<file path="src/rtl/fas_pkg.sv">
// Shared constants, sample layout and FSM encoding for the FAS peak detector.
// FAS_MAG_ABS_EN selects the |re|+|im| magnitude and narrows MAGW to match.
package fas_pkg;

   localparam int DW   = 16;
   localparam int NBIN = 16;
   localparam int IDXW = $clog2(NBIN);

`ifdef FAS_MAG_ABS_EN
   localparam int MAGW = DW + 1;
`else
   localparam int MAGW = 2*DW + 1;
`endif

   // Bin word layout: real part in the upper half, imaginary part in the lower half.
   typedef struct packed {
      logic signed [DW-1:0] re;
      logic signed [DW-1:0] im;
   } cplx_t;

   localparam logic [1:0] ST_IDLE   = 2'd0;
   localparam logic [1:0] ST_SCAN   = 2'd1;
   localparam logic [1:0] ST_DRAIN  = 2'd2;
   localparam logic [1:0] ST_REPORT = 2'd3;

endpackage

</file>
<file path="src/rtl/fas_peak_detector_if.sv">
// FFT-to-peak-detector bus: frame strobe and bins in, result and status out.
interface fas_peak_detector_if;
   import fas_pkg::*;

   logic                      fft_valid;
   logic [NBIN-1:0][2*DW-1:0] fft_d;
   logic                      done;
   logic [IDXW-1:0]           freq;
   logic                      busy;
   logic                      overrun;

   modport master (output fft_valid, fft_d, input done, freq, busy, overrun);
   modport slave  (input fft_valid, fft_d, output done, freq, busy, overrun);

endinterface

</file>
<file path="src/rtl/fas_mag_unit.sv">
// Combinational magnitude of one complex sample, registered by the caller.
// FAS_MAG_ABS_EN: |re|+|im| instead of the exact re^2+im^2.
module fas_mag_unit
   import fas_pkg::*;
(
   input  cplx_t           sample,
   output logic [MAGW-1:0] mag
);

`ifdef FAS_MAG_ABS_EN
   logic signed [DW:0] ext_re, ext_im;
   logic        [DW:0] abs_re, abs_im;

   // NOTE: every always_comb output gets a value on every path so no latch is inferred.
   always_comb begin
      ext_re = {sample.re[DW-1], sample.re};
      ext_im = {sample.im[DW-1], sample.im};
      // One extra bit lets -32768 become +32768 without wrapping.
      abs_re = ext_re[DW] ? -ext_re : ext_re;
      abs_im = ext_im[DW] ? -ext_im : ext_im;
      mag    = abs_re + abs_im;
   end
`else
   logic signed [2*DW-1:0] re_sq, im_sq;

   // NOTE: every always_comb output gets a value on every path so no latch is inferred.
   always_comb begin
      re_sq = sample.re * sample.re;
      im_sq = sample.im * sample.im;
      // Squares are non-negative; the carry bit keeps 2^31 exact for two -32768 inputs.
      mag   = {1'b0, re_sq} + {1'b0, im_sq};
   end
`endif

endmodule

</file>
<file path="src/rtl/fas_peak_detector.sv">
// Captures one FFT frame, scans its bins through a single magnitude unit and
// reports the index of the strongest bin with a one-cycle done pulse.
module fas_peak_detector
   import fas_pkg::*;
#(
   parameter bit SKIP_DC = 1'b0
) (
   input  logic                clk,
   input  logic                rst,
   fas_peak_detector_if.slave  bus
);

   logic [1:0]      state;
   cplx_t           frame [NBIN];
   logic [IDXW-1:0] k;
   logic [MAGW-1:0] mag, mag_q, max_mag;
   logic [IDXW-1:0] idx_q, max_idx, freq_q;
   logic            cmp_valid, first, done_q, overrun_q;
   logic            eligible;

   fas_mag_unit u_mag (
      .sample (frame[k]),
      .mag    (mag)
   );

   assign eligible = !(SKIP_DC && idx_q == '0);

   // NOTE: state registers use non-blocking assignments so every flop samples pre-edge values.
   always_ff @(posedge clk) begin
      if (!rst) begin
         state     <= ST_IDLE;
         k         <= '0;
         mag_q     <= '0;
         idx_q     <= '0;
         max_mag   <= '0;
         max_idx   <= '0;
         first     <= 1'b0;
         cmp_valid <= 1'b0;
         done_q    <= 1'b0;
         freq_q    <= '0;
         overrun_q <= 1'b0;
         // NOTE: the frame buffer is plain flops, so it is cleared with the rest of the state.
         for (int i = 0; i < NBIN; i++) frame[i] <= '0;
      end else begin
         done_q    <= 1'b0;
         cmp_valid <= (state == ST_SCAN);

         if (state == ST_SCAN) begin
            mag_q <= mag;
            idx_q <= k;
         end

         if (bus.fft_valid && state != ST_IDLE) overrun_q <= 1'b1;

         // Strict compare keeps the lowest index on ties.
         if (cmp_valid && eligible && (first || mag_q > max_mag)) begin
            max_mag <= mag_q;
            max_idx <= idx_q;
            first   <= 1'b0;
         end

         case (state)
            ST_IDLE: begin
               if (bus.fft_valid) begin
                  for (int i = 0; i < NBIN; i++) frame[i] <= bus.fft_d[i];
                  max_mag <= '0;
                  max_idx <= IDXW'(SKIP_DC);
                  first   <= 1'b1;
                  k       <= '0;
                  state   <= ST_SCAN;
               end
            end
            ST_SCAN: begin
               k <= k + 1'b1;
               if (k == IDXW'(NBIN - 1)) state <= ST_DRAIN;
            end
            ST_DRAIN:  state <= ST_REPORT;
            ST_REPORT: begin
               freq_q <= max_idx;
               done_q <= 1'b1;
               state  <= ST_IDLE;
            end
            default:   state <= ST_IDLE;
         endcase
      end
   end

   // The done cycle counts as busy even though the FSM is already back in IDLE.
   assign bus.busy    = (state != ST_IDLE) || done_q;
   assign bus.done    = done_q;
   assign bus.freq    = freq_q;
   assign bus.overrun = overrun_q;

endmodule
</file>
<file path="src/flat_wrapper.sv">
// flat-port wrapper written by rule: the top's interface ports become plain ports
module fas_peak_detector_flat import fas_pkg::*;
#(
   parameter bit SKIP_DC = 1'b0
)
  (clk, rst, bus_fft_valid, bus_fft_d, bus_done, bus_freq, bus_busy, bus_overrun);
  fas_peak_detector_if bus_i ();
  input  logic clk;
  input  logic rst;
  input wire logic [$bits(bus_i.fft_valid)-1:0] bus_fft_valid;
  input wire logic [$bits(bus_i.fft_d)-1:0] bus_fft_d;
  output wire logic [$bits(bus_i.done)-1:0] bus_done;
  output wire logic [$bits(bus_i.freq)-1:0] bus_freq;
  output wire logic [$bits(bus_i.busy)-1:0] bus_busy;
  output wire logic [$bits(bus_i.overrun)-1:0] bus_overrun;
  assign bus_i.fft_valid = bus_fft_valid;
  assign bus_i.fft_d = bus_fft_d;
  assign bus_done = bus_i.done;
  assign bus_freq = bus_i.freq;
  assign bus_busy = bus_i.busy;
  assign bus_overrun = bus_i.overrun;
  fas_peak_detector #(.SKIP_DC(SKIP_DC)) u_core (.clk(clk), .rst(rst), .bus(bus_i));
endmodule
</file>
<file path="config.mk">
export PLATFORM = sky130hd
export DESIGN_NAME = fas_peak_detector_flat
export DESIGN_NICKNAME = d
export VERILOG_FILES = /design/src/rtl/fas_pkg.sv /design/src/rtl/fas_peak_detector_if.sv /design/src/rtl/fas_mag_unit.sv /design/src/rtl/fas_peak_detector.sv /design/src/flat_wrapper.sv
export SDC_FILE = /design/constraint.sdc
export NUM_CORES = 2
export LEC_CHECK = 0
export BUFFER_PORTS_ARGS = -buffer_cell sky130_fd_sc_hd__clkbuf_2
export CAP_MARGIN = 20
export CORE_MARGIN = 5
export CORE_UTILIZATION = 35
export CTS_CLUSTER_SIZE = 8
export DETAILED_ROUTE_END_ITERATION = 16
export GPL_ROUTABILITY_DRIVEN = 0
export PLACE_DENSITY = 0.54
export SETUP_SLACK_MARGIN = 0.15
export SLEW_MARGIN = 30
export SYNTH_ARGS = -nofsm -noshare
export SYNTH_HDL_FRONTEND = slang
export SYNTH_SLANG_ARGS = --single-unit
</file>
<file path="constraint.sdc">
create_clock -name clk -period 42 [get_ports clk]
set_clock_uncertainty 0.1 [all_clocks]
set_input_delay 8.4 -clock clk [delete_from_list [all_inputs] [get_ports clk]]
set_output_delay 8.4 -clock clk [all_outputs]
set_load 0.02 [all_outputs]
</file>
==> summary.txt <==
Floorplan
  – Chip Height: 372 um
  – Total Die Area: 0.139 mm^2
  – Core Area: ~0.13 mm^2
  – Rows: 133
  – I/O pin count: 522
  – Starting density of the core: 0.351
  – Die width: around 370 um

Setup path
  – Worst Path Arrival: 11.75 ns
  – Critical Path Fanout Max: 39
  – Cell family with most CP delay: adder cells
  – Critical path capture point type: register
  – Crit-path max cell delay: 0.74 ns
  – Worst Path Required: 42.43 ns
  – Crit Path Category: register to register
  – Critical path buffer and inverter count: 8
  – Critical-path top delay cell: buf_4
  – Startpoint class of the critical path: register

Synthesis
  – Cell Area, Synth: ~0.046 mm^2
  – Synth Area in Adders: 0.275
  – Synth Area in XOR/XNOR: 0.0195
  – Ys async rst share: 0
  – Yosys top cell area share: 0.335
  – Post-synthesis net count: 5121
  – Synth area leaders: edfxtp_1 33%, fa_1 21%, mux4_2 7.5%, and2_1 7.4%, ha_1 6.7%
  – Post-synthesis mux area share: 0.0927
  – Area leader, netlist: edfxtp_1
  – Synth cell types: 81
  – Synth Instances: 3882
  – Post-synth EDFFs: a little over 500
  – Number of synthesis warnings: 0
  – #FFs+latches synth: 604
  – Combinational family with the most area after synthesis: adder cells
  – Mean Syn Cell Area: 11.8 um^2
  – Main synth FF type: edfxtp_1
  – Synth Area in Simple Gates: 0.123
  – Synth Area in Compound Gates: 0.0414
  – Sequential share of the synthesized area: 0.375

Finish
  – Non-Filler Instances: 6159
  – Commonest non-fill, non-tap cells in the layout: 707 x inv_1, 541 x and2_1, 520 x clkbuf_2
  – Nets: 5605
  – Area Growth Syn to Fin: 15.0%
  – Commonest non-fill, non-tap cell in the layout: inv_1
  – FF+latch area: 0.0172 mm^2
  – Final core occ: 0.403
  – Share of layout cells above drive strength 1: 0.193
  – Multi-input gate area: between 0.02 and 0.03 mm^2
  – Fill cells: 12686

Worst hold path
  – Hold crit path type: register to register

STA
  – Fmax: 0.0883 GHz
  – Crit path time final: 11.32 ns
  – Hold WS: 0.372 ns
  – Pin slew with the least headroom to its limit: 0.995 ns
  – Final-report hold violation count: 0
  – RSZ-0062 raised after global routing: no
  – Slew HR: 0.337
  – Slew Limit Fails: 0
  – Setup_tns: 0 ns
  – Final period utilization: 0.270
  – Setup Viol. Count Final: 0

Detailed routing
  – TritonRoute pass-1 iters: 6
  – Total Wirelength: approximately 120000 um
  – Residual DRC: 0
  – Vias per cell: 4.76
  – WL/cell: between 20 and 25 um
  – Vias: 29327
  – Initial DRC count: 1681
  – Post-DRT Antenna Nets: 0

Outcome
  – Outcome: completed

Global routing
  – First-pass GRT wire length: 189000 um
  – Initial antenna violation count: 28
  – Largest net degree at the start of global routing: 115
  – GRT Util Overall: 0.181
  – Grt ovf: 0
  – Vias in the first global route: 31428

CTS
  – CTS hold repair buffers: 0
  – CTS tree: built
  – Post-CTS setup buffers: 0
  – Clock sinks: 604
  – Clock transition at path regs: roughly 0.05 ns
  – Total CTS buffers: 87
  – CTS H-Tree Depth: 3
  – Latest clock arrival within the worst-skew pair: 0.70 ns
  – CTS root buf: clkbuf_16
  – Post_cts resized: 0
  – Clk buf depth: 3

Job
  – Max-cap violations: 0

Placed design
  – Placed Cells: 6032
  – Post-DP HPWL: 97800 um
  – PortBufs: 521
==> worst register-to-register path: cells and delay by family, from the launching register on <==
family / cells / cell delay (ns)
mux: 2 / 1.36
compound gates: 11 / 2.55
simple gates: 7 / 0.91
fa+ha+maj: 8 / 3.65
buf+inv: 8 / 1.88
xor+xnor: 1 / 0.19
flops: 1 / 0.52
==> layer usage <==
metal	GRT usage	vias to the layer above	share of wire
met5	0	-	0.0011
met4	0.0407	18	0.018
met3	0.0398	146	0.062
met2	0.301	785	0.48
met1	0.245	14732	0.44
li1	-	13646	-
==> final cells by class <==
class,count,share of cell area
diodes,14,0.000663
multi-input cells,2410,0.481
inverters,718,0.0510
clock buffers,102,0.0425
clock inverters,11,0.00400
repair buffers,545,0.0535
flip-flops and latches,604,0.326
well taps,1755,0.0416
==> synthesized netlist by cell type (all sizes together) (39+ instances only) <==
cell type and n:
a21o 44, a21oi 89, and2 542, buf 52, clkbuf 98, dfxtp 92, edfxtp 512, fa 477
ha 247, inv 709, mux2i 72, mux4 152, nand2 195, nor2 224, o21ai 39, xnor2 77
==> cell families (layout without fill, tap and decap cells) <==
group	Yosys count	count (layout)
AOI/OAI and AO/OA	278	278
muxes	234	234
buffers and inverters	868	1376
DFF	604	604
xor gates and xnor gates	102	102
and+or+nand+nor	1072	1072
other	0	14
adders and majority gates	724	724
==> path summary, 6_finish.rpt <==
check,slack [ns],end,start,cells after the start
min,0.37,u_core.bus.overrun,u_core.bus.overrun,2
max reg2reg,30.68,u_core.mag_q[32],register,37
max,30.68,u_core.mag_q[32],register,37
min reg2reg,0.37,u_core.bus.overrun,u_core.bus.overrun,2
==> stage by stage <==
step           area, um^2  worst slack (ns)
5_1_grt             52800             29.86
2_1_floorplan       45900             18.16
3_3_place_gp        50300             29.52
4_1_cts             52800             30.26
6_report            52800             30.68
3_5_place_dp        50300             29.56
==> registers in the layout (all words and copies together), names as in the netlist, named ones only <==
signal,flops
u_core.k,4
u_core.state,2
u_core.bus.done,1
u_core.max_mag,33
u_core.frame,512
u_core.max_idx,4
u_core.first,1
u_core.idx_q,4
u_core.mag_q,33
u_core.bus.freq,4
u_core.cmp_valid,1
u_core.bus.overrun,1
Power is not shown: default switching activity piles up to over one toggle a cycle in this logic, so the estimate is an artifact.
